<file path="config.mk">
export PLATFORM = sky130hd
export DESIGN_NAME = rgb_fade_pwm
export DESIGN_NICKNAME = d
export VERILOG_FILES = /design/src/rtl/rgb_fade_pwm.sv
export SDC_FILE = /design/constraint.sdc
export NUM_CORES = 1
export LEC_CHECK = 0
export ABC_AREA = 1
export CAP_MARGIN = 15
export CORE_UTILIZATION = 41
export DETAILED_ROUTE_END_ITERATION = 8
export GPL_ROUTABILITY_DRIVEN = 0
export SYNTH_ARGS = -nofsm -noshare
export SYNTH_HDL_FRONTEND = slang
export SYNTH_SLANG_ARGS = --single-unit
</file>
<file path="constraint.sdc">
create_clock -name i_clk -period 2.6 [get_ports i_clk]
set_input_delay 0.39 -clock i_clk [delete_from_list [all_inputs] [get_ports i_clk]]
set_output_delay 0.39 -clock i_clk [all_outputs]
set_load 0.01 [all_outputs]
</file>
<file path="src/rtl/rgb_fade_pwm.sv">
`default_nettype none
// +---------------------------------------------------------------------------+
// | Module   : rgb_fade_pwm                                                   |
// | Purpose  : Turns three on/off LED requests into soft-fading PWM outputs.  |
// |            Each request is synchronised and sets a brightness target of    |
// |            0 or P_MAX_LEVEL. A per-channel level steps by one toward its   |
// |            target once every P_FADE_PERIODS PWM periods. A shared         |
// |            free-running PWM counter compares against each channel duty.   |
// | Ports    : i_clk            system clock                                  |
// |            i_rst_n          asynchronous active-low reset                 |
// |            i_led_r/g/b      on/off requests (asynchronous to i_clk)       |
// |            o_led_r/g/b      registered PWM outputs                        |
// |            o_settled        registered, high when every level == target   |
// | Options  : RGB_FADE_PWM_GAMMA_EN defined -> duty = (level*level) >> N      |
// |            (perceptual fade); undefined -> duty = level (linear).         |
// | Revision : 1.0  initial release                                           |
// +---------------------------------------------------------------------------+
module rgb_fade_pwm #(
  parameter int P_PWM_BITS     = 8,
  parameter int P_MAX_LEVEL    = 255,
  parameter int P_FADE_PERIODS = 16
) (
  input  logic i_clk,
  input  logic i_rst_n,
  input  logic i_led_r,
  input  logic i_led_g,
  input  logic i_led_b,
  output logic o_led_r,
  output logic o_led_g,
  output logic o_led_b,
  output logic o_settled
);

  // A single fade period needs no counter bits, but keep one so the
  // register is always legal; it simply stays at zero.
  localparam int                    c_PER_W     = (P_FADE_PERIODS > 1) ? $clog2(P_FADE_PERIODS) : 1;
  localparam logic [P_PWM_BITS-1:0] c_MAX_LEVEL = P_PWM_BITS'(P_MAX_LEVEL);
  localparam logic [c_PER_W-1:0]    c_PER_LAST  = c_PER_W'(P_FADE_PERIODS - 1);

  logic [P_PWM_BITS-1:0] r_pwm_cnt;
  logic [c_PER_W-1:0]    r_per_cnt;
  logic                  w_pwm_wrap;
  logic                  w_tick;

  logic [2:0] w_led_in;
  logic [2:0] r_sync1;
  logic [2:0] r_sync2;
  logic [2:0] w_match;
  logic [2:0] w_led_pwm;
  logic       r_settled;

  assign w_led_in = {i_led_b, i_led_g, i_led_r};

  // Last cycle of a PWM period; levels only move here so every period
  // shows one complete pulse of a single width.
  assign w_pwm_wrap = &r_pwm_cnt;
  assign w_tick     = w_pwm_wrap && (r_per_cnt == c_PER_LAST);

  always_ff @(posedge i_clk or negedge i_rst_n) begin
    if (!i_rst_n) begin
      r_pwm_cnt <= '0;
      r_per_cnt <= '0;
    end else begin
      r_pwm_cnt <= r_pwm_cnt + 1'b1;
      if (w_pwm_wrap) begin
        if (r_per_cnt == c_PER_LAST) begin
          r_per_cnt <= '0;
        end else begin
          r_per_cnt <= r_per_cnt + 1'b1;
        end
      end
    end
  end

  // Two-flop synchronisers for the asynchronous requests.
  always_ff @(posedge i_clk or negedge i_rst_n) begin
    if (!i_rst_n) begin
      r_sync1 <= '0;
      r_sync2 <= '0;
    end else begin
      r_sync1 <= w_led_in;
      r_sync2 <= r_sync1;
    end
  end

  generate
    for (genvar gi = 0; gi < 3; gi++) begin : g_ch
      logic [P_PWM_BITS-1:0] w_target;
      logic [P_PWM_BITS-1:0] r_level;
      logic [P_PWM_BITS-1:0] w_duty;
      logic                  r_led;

      assign w_target = r_sync2[gi] ? c_MAX_LEVEL : '0;

      // Unit steps toward a target in [0, P_MAX_LEVEL] can neither
      // overshoot nor wrap; a reversal just flips the step direction.
      always_ff @(posedge i_clk or negedge i_rst_n) begin
        if (!i_rst_n) begin
          r_level <= '0;
        end else if (w_tick) begin
          if (r_level < w_target) begin
            r_level <= r_level + 1'b1;
          end else if (r_level > w_target) begin
            r_level <= r_level - 1'b1;
          end
        end
      end

`ifdef RGB_FADE_PWM_GAMMA_EN
      // Square law: keep the top N bits of the 2N-bit product.
      logic [2*P_PWM_BITS-1:0] w_lvl_ext;
      logic [2*P_PWM_BITS-1:0] w_sq;
      assign w_lvl_ext = {{P_PWM_BITS{1'b0}}, r_level};
      assign w_sq      = w_lvl_ext * w_lvl_ext;
      assign w_duty    = P_PWM_BITS'(w_sq >> P_PWM_BITS);
`else
      assign w_duty = r_level;
`endif

      // High for pwm_cnt 0..duty-1, so the pulse always starts at the
      // period boundary and duty 0 never produces a pulse.
      always_ff @(posedge i_clk or negedge i_rst_n) begin
        if (!i_rst_n) begin
          r_led <= 1'b0;
        end else begin
          r_led <= (w_duty > r_pwm_cnt);
        end
      end

      assign w_match[gi]   = (r_level == w_target);
      assign w_led_pwm[gi] = r_led;
    end
  endgenerate

  always_ff @(posedge i_clk or negedge i_rst_n) begin
    if (!i_rst_n) begin
      r_settled <= 1'b0;
    end else begin
      r_settled <= &w_match;
    end
  end

  assign o_led_r   = w_led_pwm[0];
  assign o_led_g   = w_led_pwm[1];
  assign o_led_b   = w_led_pwm[2];
  assign o_settled = r_settled;

endmodule
`default_nettype wire

</file>
### Yosys cells after proc, flatten, opt, wreduce, memory -nomap -nowiden

Index checks and enable logic that the tools add are counted.
W data, S select, Z words.

* register bits after elaboration: 46
* latch bits: 0
* RAM bits: 0
* bits in read-only memories: 0
* input bits: 5
* output and inout bits: 4
* logic and storage cells: 51
* memories kept: 0

* $add $sub $neg: 8
* multiply operators: 0
* divide/modulo/power cells: 0
* magnitude comparators: 9
* eq/ne operators: 4
* shifts and indexed selects: 0
* multiplexer cells: 10
* bitwise operators: 0
* reductions and logical operators: 9

Operators by type and width (number)
* $mux W8: 9
* $gt A8 B8 Y1: 6
* $add A8 B1 Y8 const B: 4
* $eq A8 B8 Y1: 3
* $lt A8 B8 Y1: 3
* $sub A8 B1 Y8 const B: 3
* $reduce_and A8 Y1: 1
* $reduce_and A2 Y1: 3
* $reduce_bool A2 Y1: 3
* $add A4 B1 Y4 const B: 1
* $eq A4 B4 Y1 const B: 1
* $mux W4: 1
* $reduce_and A3 Y1: 1
* $logic_and A1 B1 Y1: 1

### Longest topological paths before layout

Gate-level depths: netlist of run 1.

* depth in word-level cells: 4
* depth in mapped cells: 20
* mapped depth without buffers: 20

### Least setup slack after synthesis of run 1

No wires, ideal clock.

* path kind: register to register
* start: register r_sync2[0]
* end: register g_ch[0].r_level[7]
* library setup time: 116 ps
* arrival time: 2310 ps
* data required time: 2484 ps
* path slack: 174 ps
* stages on the path, launching flop included: 15
* buffers on the path: 0
* clock period less this slack: 2426 ps
* cells stage by stage: dfrtp_1 > inv_1 > ha_1 > a21o_1 > nor2_1 > nand2_1 > ha_1 > o21ai_0 > nor2_1 > nor2_1 > inv_1 > nand2_1 > nand2_1 > nand2_1 > nand2_1

* word-level cells in the longest chain between the ends: 4
* elaborated cells between the ends (all ways): 6
* classes of those cells: 2 x order compare; 2 x mux; 2 x reduce/logical

Ends and longest elaborated chain
* from (decl): line 47 `logic [2:0] r_sync2;`
* from (signal assigned): line 82 `r_sync2 <= r_sync1;`
* $mux W8 *: line 93 `assign w_target = r_sync2[gi] ? c_MAX_LEVEL : '0;`
* $lt A8 B8 Y1 / $gt A8 B8 Y1 (equally long branches): line 101, 103
* $reduce_bool A2 Y1 (no line)
* $reduce_and A2 Y1 (no line)
* to (signal assigned): line 102 `r_level <= r_level + 1'b1;`
* to (signal assigned): line 104 `r_level <= r_level - 1'b1;`
* to (decl): line 89 `logic [P_PWM_BITS-1:0] r_level;`

Mark *: on every way between the ends. The rest lies on a longest branch, timed or not.
A chain may end at the register's enable or synchronous reset.

### Worst setup path in the final report of run 1

* start: register r_sync2[1]
* end: register g_ch[1].r_level[7]

* word-level cells in the longest chain between the ends: 4
* elaborated cells between the ends (all ways): 6
* classes of those cells: 2 x order compare; 2 x mux; 2 x reduce/logical

Ends and longest elaborated chain (line)
* $mux W8 *: 93
* $lt A8 B8 Y1 / $gt A8 B8 Y1 (equally long branches): 101, 103
* $reduce_bool A2 Y1 (no line)
* $reduce_and A2 Y1 (no line)
* to (signal assigned): 102
* to (signal assigned): 104
* to (decl): 89

Marks and branches as above.

==> metrics.yaml, run 1 <==
min_period_ns: 2.425
worstReg2RegStart: "r_sync2[1]$_DFF_PN0_"
tightestPinTransition_ns: 0.6117
hold_violations: 0
p_int_uw: 935.7
crit_family: "simple AND/OR/NAND/NOR gates"
track_usage_pct: 18.62
io_buffers: 8
path_cells: "inv_4, ha_1, a21oi_1, nor2_1, nor2_2, nand2_2, ha_1, o21ai_2, nor2_1, nor2_1, inv_1, nand2_1, nand2_1, nand2_1, nand2_1"
cp-endpoint: "g_ch[1].r_level[7]$_DFFE_PN0P_"
cp-end-kind: "flip-flop"
fin_nets: 560
n_antenna_cell: 0
grt_pass1_wl_mm: 13.17
drive_gt1_share_pct: 15.67
startpoint: "r_sync2[1]$_DFF_PN0_"
drc: 0
grt_remaining_overflow: 0
fin_tns_setup_ns: 0
cts_tree: "yes"
start_util_pct: 42.24
syn_avg_cell_area_um2: 8.351
synthCells: 439
outcome: "completed"
yosys_warnings: 0
place_ws_ns: -0.1752
stdcell_count: 593
dpl.cell_count: 578
synth_edf_count: 0
coreArea_um2: 8678
die_w_um: 96.56
maxCapViolations: 0
layout_commonest_cell: "nand2_1"
rows: 34
cts_root_buf: "clkbuf_8"
worstHoldPathType: "in -> async"
drt_iter0_drc: 95
htreeDepth: 2
period_share_pct: 93.27
first_global_vias: 2867
p_seq_share_pct: 57.6
synth_nets: 515
rr_worst_depth: 15
p_clk_share_pct: 37.5
num_vias: 2993
cts_sinks: 46
ff2ff_setup_slack_ns: 0.18
crit_cells: 15
post_drt_wl_per_cell_um: 13.49
critPathMaxFanout: 7
netlist_area_um2: 3666
leakagePower_uw: 0.002332
skew_ns: 0.006897
clk_latency_ns: 0.31
switching_share_pct: 25.41
max_freq_mhz: 412.4
place_area_um2: 4041
cp_slowest_stage_delay_ns: 0.40
cpMostUsedCell: "nand2_1"
syn_to_final_growth_pct: 17.24
clk_pin_slew_worst_paths_ns: 0.10
comb_power_share_pct: 4.9
async_reset_ff_share_pct: 100.0
hpwl_mm: 6.153
slew_violations: 0
cellPowerDensity_nw_per_um2: 291.9
grt_max_degree: 47
crit_type: "reg -> reg"
die_h_um: 96.56
clock_path_buffers: 2
io_pins: 9
ys_ff_latch: 46
slowest_stage: "dfrtp_1"
yosysUniqueCellTypes: 30
postRouteAntennaNets: 0
crit_arrival_ns: 2.63
layout_common_cells: "nand2_1 (116), ha_1 (60), dfrtp_1 (46), inv_1 (42), buf_4 (31)"
fp.dieArea_um2: 9324
yosysSeqAreaShare_pct: 31.40
r2r-end: "g_ch[1].r_level[7]$_DFFE_PN0P_"
stdcell_area_um2: 4298
slew_headroom_pct: 59.22
numCtsBuffers: 5
finalSetupViolCount: 0
worst_slack_ns: 0.1750
crit_required_ns: 2.81
wl_mm: 8.000
switchingPower_uw: 318.8
ys.flop_type: "dfrtp_1"
vias_per_cell: 5.047
crit_buf_inv: 2
peakVddDrop_mv: 0.2072
startpoint_type: "flip-flop"
dr.pass1.iters: 4
antenna_found_initial: 0
power by group through the flow:
stage | registers [uW] | logic (uW) | clock network [uW]
finish | 723 | 61.0 | 471
global route | 723 | 70.6 | 511
CTS | 722 | 58.4 | 489
detailed placement | 736 | 58.2 | 0
global placement | 735 | 55.1 | 0
floorplan | 735 | 28.8 | 0
flip-flops by register name, summed over array words and instances (netlist names):
name,count
g_ch.r_level,24
o_led_g,1
r_pwm_cnt,8
r_sync1,3
o_led_b,1
r_per_cnt,4
o_settled,1
o_led_r,1
r_sync2,3
cell families after synthesis:
logic type,after synthesis,synth area share [%]
simple gates,186,22.25
flops,46,31.40
xor+xnor,25,5.973
mux,1,0.3071
compound gates,63,10.00
fa+ha+maj,71,24.85
buf+inv,47,5.222
through the flow:
step	hold slack, ns	total power [uW]	util (%)
global placement	0.3343	790.5	46.57
detailed placement	0.3363	793.7	46.57
floorplan	0.09441	764.1	-
finish	0.1650	1254	49.52
CTS	0.1909	1269	47.74
global route	0.2284	1304	49.52
synthesized netlist by cell type (all sizes together), types with 3 or more instances:
master	instances	area, um^2
nand2	121	461.7
ha	68	850.8
dfrtp	46	1151
inv	45	168.9
a21oi	27	135.1
o21ai	26	160.2
nor2	24	113.9
nand3	18	107.6
xor2	16	140.1
nand4	10	62.56
nor3	10	50.05
xnor2	9	78.83
a31oi	4	25.02
a21o	3	22.52
fa	3	60.06
metal layers:
metal,GRT usage (%),routed length (um),vias up
met5,0,0,-
met1,24.87,3849,1377
met3,2.973,196,11
met2,31.34,3830,33
met4,4.779,123,0
li1,-,-,1572
worst min path at each step:
stage,slack (ns),to,start,depth (start not counted)
global placement,0.33,r_sync2[2]$_DFF_PN0_,r_sync1[2]$_DFF_PN0_,0
global route,0.23,g_ch[0].r_level[1]$_DFFE_PN0P_,i_rst_n,2
detailed placement,0.34,r_sync2[1]$_DFF_PN0_,r_sync1[1]$_DFF_PN0_,0
finish,0.16,r_sync2[0]$_DFF_PN0_,i_rst_n,2
CTS,0.19,g_ch[0].r_level[1]$_DFFE_PN0P_,i_rst_n,2
floorplan,0.09,g_ch[0].r_level[0]$_DFFE_PN0P_,i_rst_n,0
repair_timing:
item                                    in CTS  in global routing
cloned                                       0                  1
hold buffers                                 0                  0
buffers inserted                             0                  6
resized for setup                            7                 22
pin swaps                                    0                  7
endpoints found under the setup margin      12                 14
area by class of cell:
cell class	instances	area, um^2
Clock buffer	5	68.82
Clock inverter	3	25.02
Timing Repair Buffer	39	307.8
Inverter	45	176.4
Tap cell	108	135.1
Fill cell	842	4380
Multi-Input combinational cell	347	2434
Sequential cell	46	1151
Power figures use the tool's default switching activity.
==> run 2: changes to the inputs <==
- CAP_MARGIN: 15 -> 0
- CORE_UTILIZATION: 41 -> 57
- PLACE_DENSITY: not set -> 0.77
==> metrics.yaml, run 2 (synthesis gave the netlist of run 1 again) <==
ff2ff_setup_slack_ns: 0.09  # -0.08 ns
wl_mm: 7.624  # -4.7%
track_usage_pct: 24.28  # +5.7 points
htreeDepth: 2  # unchanged
clock_path_buffers: 2  # unchanged
reg.largest.list: "g_ch.r_level x24, r_pwm_cnt x8, r_per_cnt x4"
layout_common_cells: "nand2_1 (117), ha_1 (62), dfrtp_1 (46), inv_1 (42), a21oi_1 (27)"
largest_register: "g_ch.r_level"
layout_commonest_cell: "nand2_1"
rr_worst_depth: 11  # -4
numCtsBuffers: 5  # unchanged
post_drt_wl_per_cell_um: 13.89  # +2.9%
grt_max_degree: 31  # -34%
leakagePower_uw: 0.002291  # -1.8%
first_global_vias: 2812  # -1.9%
rows: 28  # -18%
slew_headroom_pct: 64.43  # +5.2 points
max_freq_mhz: 399.2  # -3.2%
maxCapViolations: 0  # unchanged
crit_required_ns: 2.79  # -0.02 ns
power_uw: 1278  # +1.9%
io_buffers: 8  # unchanged
coreArea_um2: 6061  # -30%
crit_arrival_ns: 2.69  # +0.06 ns
cts_hold_buffers: 0  # unchanged
drc: 0  # unchanged
clk_pin_slew_worst_paths_ns: 0.09  # about the same
grt_pass1_wl_mm: 12.37  # -6.0%
die_w_um: 82.20  # -15%
cts_tree: "yes"
cp-endpoint: "g_ch[0].r_level[4]$_DFFE_PN0P_"
antenna_found_initial: 0  # unchanged
fin_nets: 549  # -2.0%
largest_reg_flops: 24  # unchanged
outcome: "completed"
cts_root_buf: "clkbuf_8"
syn_to_final_growth_pct: 13.65
cts_sinks: 46  # unchanged
drive_gt1_share_pct: 13.29  # -2.4 points
fp.dieArea_um2: 6756  # -28%
grt_remaining_overflow: 0  # unchanged
clk_latency_ns: 0.31  # about the same
cp-end-kind: "flip-flop"
startpoint_type: "flip-flop"
start_util_pct: 60.49  # +18 points
peakVddDrop_mv: 0.2325  # +12%
place_ws_ns: -0.1284  # +0.04687 ns
vias_per_cell: 5.536  # +9.7%
worst_slack_ns: 0.09489  # -0.08013 ns
postRouteAntennaNets: 0  # unchanged
min_period_ns: 2.505  # +0.08013 ns
drt_iter0_drc: 172  # +81%
slew_violations: 0  # unchanged
n_antenna_cell: 0  # unchanged
worstReg2RegStart: "r_sync2[0]$_DFF_PN0_"
die_h_um: 82.20  # -15%
cellPowerDensity_nw_per_um2: 306.7  # +5.1%
critPathMaxFanout: 7  # unchanged
hold_violations: 0  # unchanged
skew_ns: 0.01194  # +0.005044 ns
hpwl_mm: 5.814  # -5.5%
dr.pass1.iters: 4  # unchanged
finalSetupViolCount: 0  # unchanged
worstHoldPathType: "in -> async"
r2r-end: "g_ch[0].r_level[4]$_DFFE_PN0P_"
num_vias: 3039  # +1.5%
crit_type: "reg -> reg"
tightestPinTransition_ns: 0.5295  # -0.08218 ns
io_pins: 9  # unchanged
startpoint: "r_sync2[0]$_DFF_PN0_"
period_share_pct: 96.35  # +3.1 points
==> run 2: cell types whose count changed in the layout (fill, tap and decap cells not counted), moves of 2 or more <==
cell	change
clkbuf_8	+2
buf_4	-12
inv_4	-2
ha_1	+2
inv_2	+2
==> run 2: per-layer routing <==
metal	up-vias	global-route usage, %	routed length, um
met2	41	43.39	3762
li1	1558	-	-
met5	-	0	0
met3	11	3.736	187
met4	0	6.842	110
met1	1429	30.13	3564
==> run 2: worst min-delay path by stage <==
stage                         start                              to  cells past startpoint  slack, ns
2_1_floorplan               i_rst_n  g_ch[0].r_level[0]$_DFFE_PN0P_                      0       0.09
3_3_place_gp   r_sync1[0]$_DFF_PN0_            r_sync2[0]$_DFF_PN0_                      0       0.33
3_5_place_dp   r_sync1[2]$_DFF_PN0_            r_sync2[2]$_DFF_PN0_                      0       0.34
4_1_cts                     i_rst_n  g_ch[1].r_level[4]$_DFFE_PN0P_                      1       0.02
5_1_grt                     i_rst_n  g_ch[1].r_level[7]$_DFFE_PN0P_                      1       0.04
6_report                    i_rst_n  g_ch[0].r_level[7]$_DFFE_PN0P_                      1       0.01
==> run 2: through the flow <==
stage / util, % / instances / TNS (ns) / cell area, um^2 / hold WS, ns
2_1_floorplan: - / 439 / 0 / 3666 / 0.09441
3_3_place_gp: 64.76 / 535 / -0.1484 / 3925 / 0.3338
3_5_place_dp: 64.76 / 535 / -0.5131 / 3925 / 0.3403
4_1_cts: 66.62 / 543 / 0 / 4038 / 0.02448
5_1_grt: 68.74 / 549 / -0.08546 / 4167 / 0.03521
6_report: 68.74 / 549 / 0 / 4167 / 0.01182
==> run 2: critical path, cell delays in order (launching register included) <==
cell     delay [ns]
dfrtp_1        0.41
inv_4          0.07
ha_1           0.31
a21o_1         0.19
nor2_2         0.17
nand2_2        0.16
ha_1           0.41
nand2_1        0.11
nand2_1        0.06
a31oi_1        0.20
xor2_1         0.17
o21ai_0        0.11
==> run 2: repair_timing <==
item,4_1_cts,5_1_grt
pin swaps,0,4
setup buffers,0,4
resized for setup,5,19
setup endpoints to repair,11,12
cloned,0,2
==> run 2: final cells by class <==
cell class	instances	area, um^2
Multi-Input combinational cell	348	2427
Fill cell	489	1894
Sequential cell	46	1151
Timing Repair Buffer	27	217.7
Inverter	45	171.4
Clock buffer	7	96.34
Tap cell	75	93.84
Clock inverter	1	8.758
==> run 2: power breakdown <==
| part | switching [uW] | internal [uW] |
|---|---|---|
| clock network | 253 | 244 |
| logic | 38.6 | 19.7 |
| registers | 3.12 | 719 |
| total | 295 | 983 |
==> run 3: changes to the inputs <==
- GPL_TIMING_DRIVEN: not set -> 0
==> metrics.yaml, run 3 (synthesis gave the netlist of run 1 again) <==
whs_ns: 0.3610  # +0.3492 ns
place_area_um2: 3855  # -1.8%
syn_to_final_growth_pct: 13.07
coreArea_um2: 6061  # unchanged
min_from: "r_sync1[2]$_DFF_PN0_"
worstHoldPathType: "reg -> reg"
largest_register: "g_ch.r_level"
leakagePower_uw: 0.002267  # -1.1%
clk_pin_slew_worst_paths_ns: 0.10  # about the same
largest_reg_flops: 24  # unchanged
worstReg2RegStart: "r_sync2[1]$_DFF_PN0_"
place_ws_ns: -0.2747  # -0.1463 ns
die_h_um: 82.20  # unchanged
cp_slowest_stage_delay_ns: 0.42  # about the same
drc: 0  # unchanged
cellPowerDensity_nw_per_um2: 305.0  # -0.55%
skew_ns: 0.008739  # -0.003202 ns
fin_nets: 544  # -0.91%
ff2ff_setup_slack_ns: 0.11  # +0.02 ns
first_global_vias: 2816  # +0.14%
cts_tree: "yes"
fp.dieArea_um2: 6756  # unchanged
path_cells: "inv_4, ha_1, a21oi_1, nor2_1, nor2_2, nand2_4, buf_4, fa_1, a31oi_1, xor2_1, o21ai_2"
crit_required_ns: 2.81  # +0.02 ns
io_buffers: 8  # unchanged
min_period_ns: 2.487  # -0.01828 ns
antenna_found_initial: 0  # unchanged
stdcell_area_um2: 4145  # -0.51%
slew_headroom_pct: 43.68  # -21 points
outcome: "completed"
wl_mm: 7.676  # +0.68%
vias_per_cell: 5.450  # -1.5%
reg.largest.list: "g_ch.r_level x24, r_pwm_cnt x8, r_per_cnt x4"
slowest_stage: "dfrtp_1"
grt_pass1_wl_mm: 12.82  # +3.6%
crit_type: "reg -> reg"
clock_path_buffers: 2  # unchanged
n_antenna_cell: 0  # unchanged
startpoint_type: "flip-flop"
stdcell_count: 544  # -0.91%
drive_gt1_share_pct: 13.01  # -0.28 points
clk_latency_ns: 0.31  # about the same
hold_depth: 0
cts_sinks: 46  # unchanged
numCtsBuffers: 5  # unchanged
num_vias: 2965  # -2.4%
htreeDepth: 2  # unchanged
maxCapViolations: 0  # unchanged
slew_violations: 0  # unchanged
drt_iter0_drc: 164  # -4.7%
layout_common_cells: "nand2_1 (115), ha_1 (62), dfrtp_1 (45), inv_1 (41), a21oi_1 (26)"
dr.pass1.iters: 4  # unchanged
die_w_um: 82.20  # unchanged
tightestPinTransition_ns: 0.8371  # +0.3076 ns
critPathMaxFanout: 9  # +2
hpwl_mm: 5.785  # -0.49%
final.fill_count: 492  # +0.61%
cp-end-kind: "flip-flop"
layout_commonest_cell: "nand2_1"
r2r-end: "g_ch[1].r_level[4]$_DFFE_PN0P_"
dpl.cell_count: 523  # -2.2%
max_freq_mhz: 402.1  # +0.73%
fin_tns_setup_ns: 0  # unchanged
cts_root_buf: "clkbuf_8"
hold_violations: 0  # unchanged
min_to: "r_sync2[2]$_DFF_PN0_"
grt_remaining_overflow: 0  # unchanged
track_usage_pct: 25.05  # +0.78 points
start_util_pct: 60.49  # unchanged
period_share_pct: 95.65  # -0.70 points
finalSetupViolCount: 0  # unchanged
worst_slack_ns: 0.1132  # +0.01828 ns
crit_arrival_ns: 2.69  # about the same
rr_worst_depth: 11  # unchanged
postRouteAntennaNets: 0  # unchanged
io_pins: 9  # unchanged
peakVddDrop_mv: 0.2116  # -9.0%
post_drt_wl_per_cell_um: 14.11  # +1.6%
grt_max_degree: 38  # +23%
rows: 28  # unchanged
run 3: cell types whose count changed in the layout (fill, tap and decap cells not counted), sizes merged:
| cell | delta |
|---|---|
| clkbuf | -2 |
| dlygate4sd3 | +1 |
| inv | +1 |
| clkinvlp | +1 |
| buf | -6 |
run 3: area by class of cell:
type / count / area (um^2) / area share (%)
multi-input cells: 348 / 2426 / 58.53
flip-flops and latches: 46 / 1152 / 27.80
repair buffers: 20 / 180.2 / 4.347
inverters: 45 / 176.4 / 4.256
well taps: 75 / 93.84 / 2.264
clock buffers: 5 / 68.82 / 1.660
clock inverters: 3 / 25.02 / 0.6037
plain buffers: 2 / 22.52 / 0.5433
run 3: critical path: cells and delay by family, from the launching register on:
kind,cells,cell delay [ns]
and+or+nand+nor,3,0.32
DFF,1,0.42
buffers and inverters,2,0.24
adders and majority gates,2,0.74
xor gates and xnor gates,1,0.23
AOI/OAI and AO/OA,3,0.42
run 3: metal layers:
layer  GRT usage (%)  part of all wire, %  up-vias
met4           8.421                  1.4        0
met2           42.23                   50       44
met1           32.06                   45     1372
li1                -                    -     1540
met5               0                    0        -
met3           4.835                  3.6        9
run 3: power breakdown:
part,switching [uW],internal [uW]
registers,3.49,719
clock network,279,195
logic,41.6,26.0
total,324,940
run 3: metrics by stage:
step	power (uW)	utilization, %
2_1_floorplan	764.1	-
3_3_place_gp	789.0	63.36
3_5_place_dp	795.9	63.60
4_1_cts	1262	65.63
5_1_grt	1314	68.39
6_report	1264	68.39
run 3: what timing repair did:
item | CTS | global route
endpoints found under the setup margin | 12 | 9
pin swaps | 0 | 6
gates cloned | 0 | 2
gates resized for setup | 12 | 20
endpoints found under the hold margin | 9 | 0
setup buffers | 0 | 10
hold buffers | 1 | 0
run 3: worst max path at each step:
stage,startpoint,endpoint,slack (ns),cells after the start
after floorplan,r_sync2[0]$_DFF_PN0_,g_ch[0].r_level[7]$_DFFE_PN0P_,0.17,14
after global placement,i_rst_n,r_per_cnt[1]$_DFFE_PN0P_,-0.17,1
after detailed placement,r_sync2[0]$_DFF_PN0_,g_ch[0].r_level[7]$_DFFE_PN0P_,-0.27,14
after CTS,r_sync2[0]$_DFF_PN0_,g_ch[0].r_level[7]$_DFFE_PN0P_,0.03,14
after global routing,r_sync2[1]$_DFF_PN0_,g_ch[1].r_level[7]$_DFFE_PN0P_,-0.04,17
final,r_sync2[1]$_DFF_PN0_,g_ch[1].r_level[4]$_DFFE_PN0P_,0.11,11
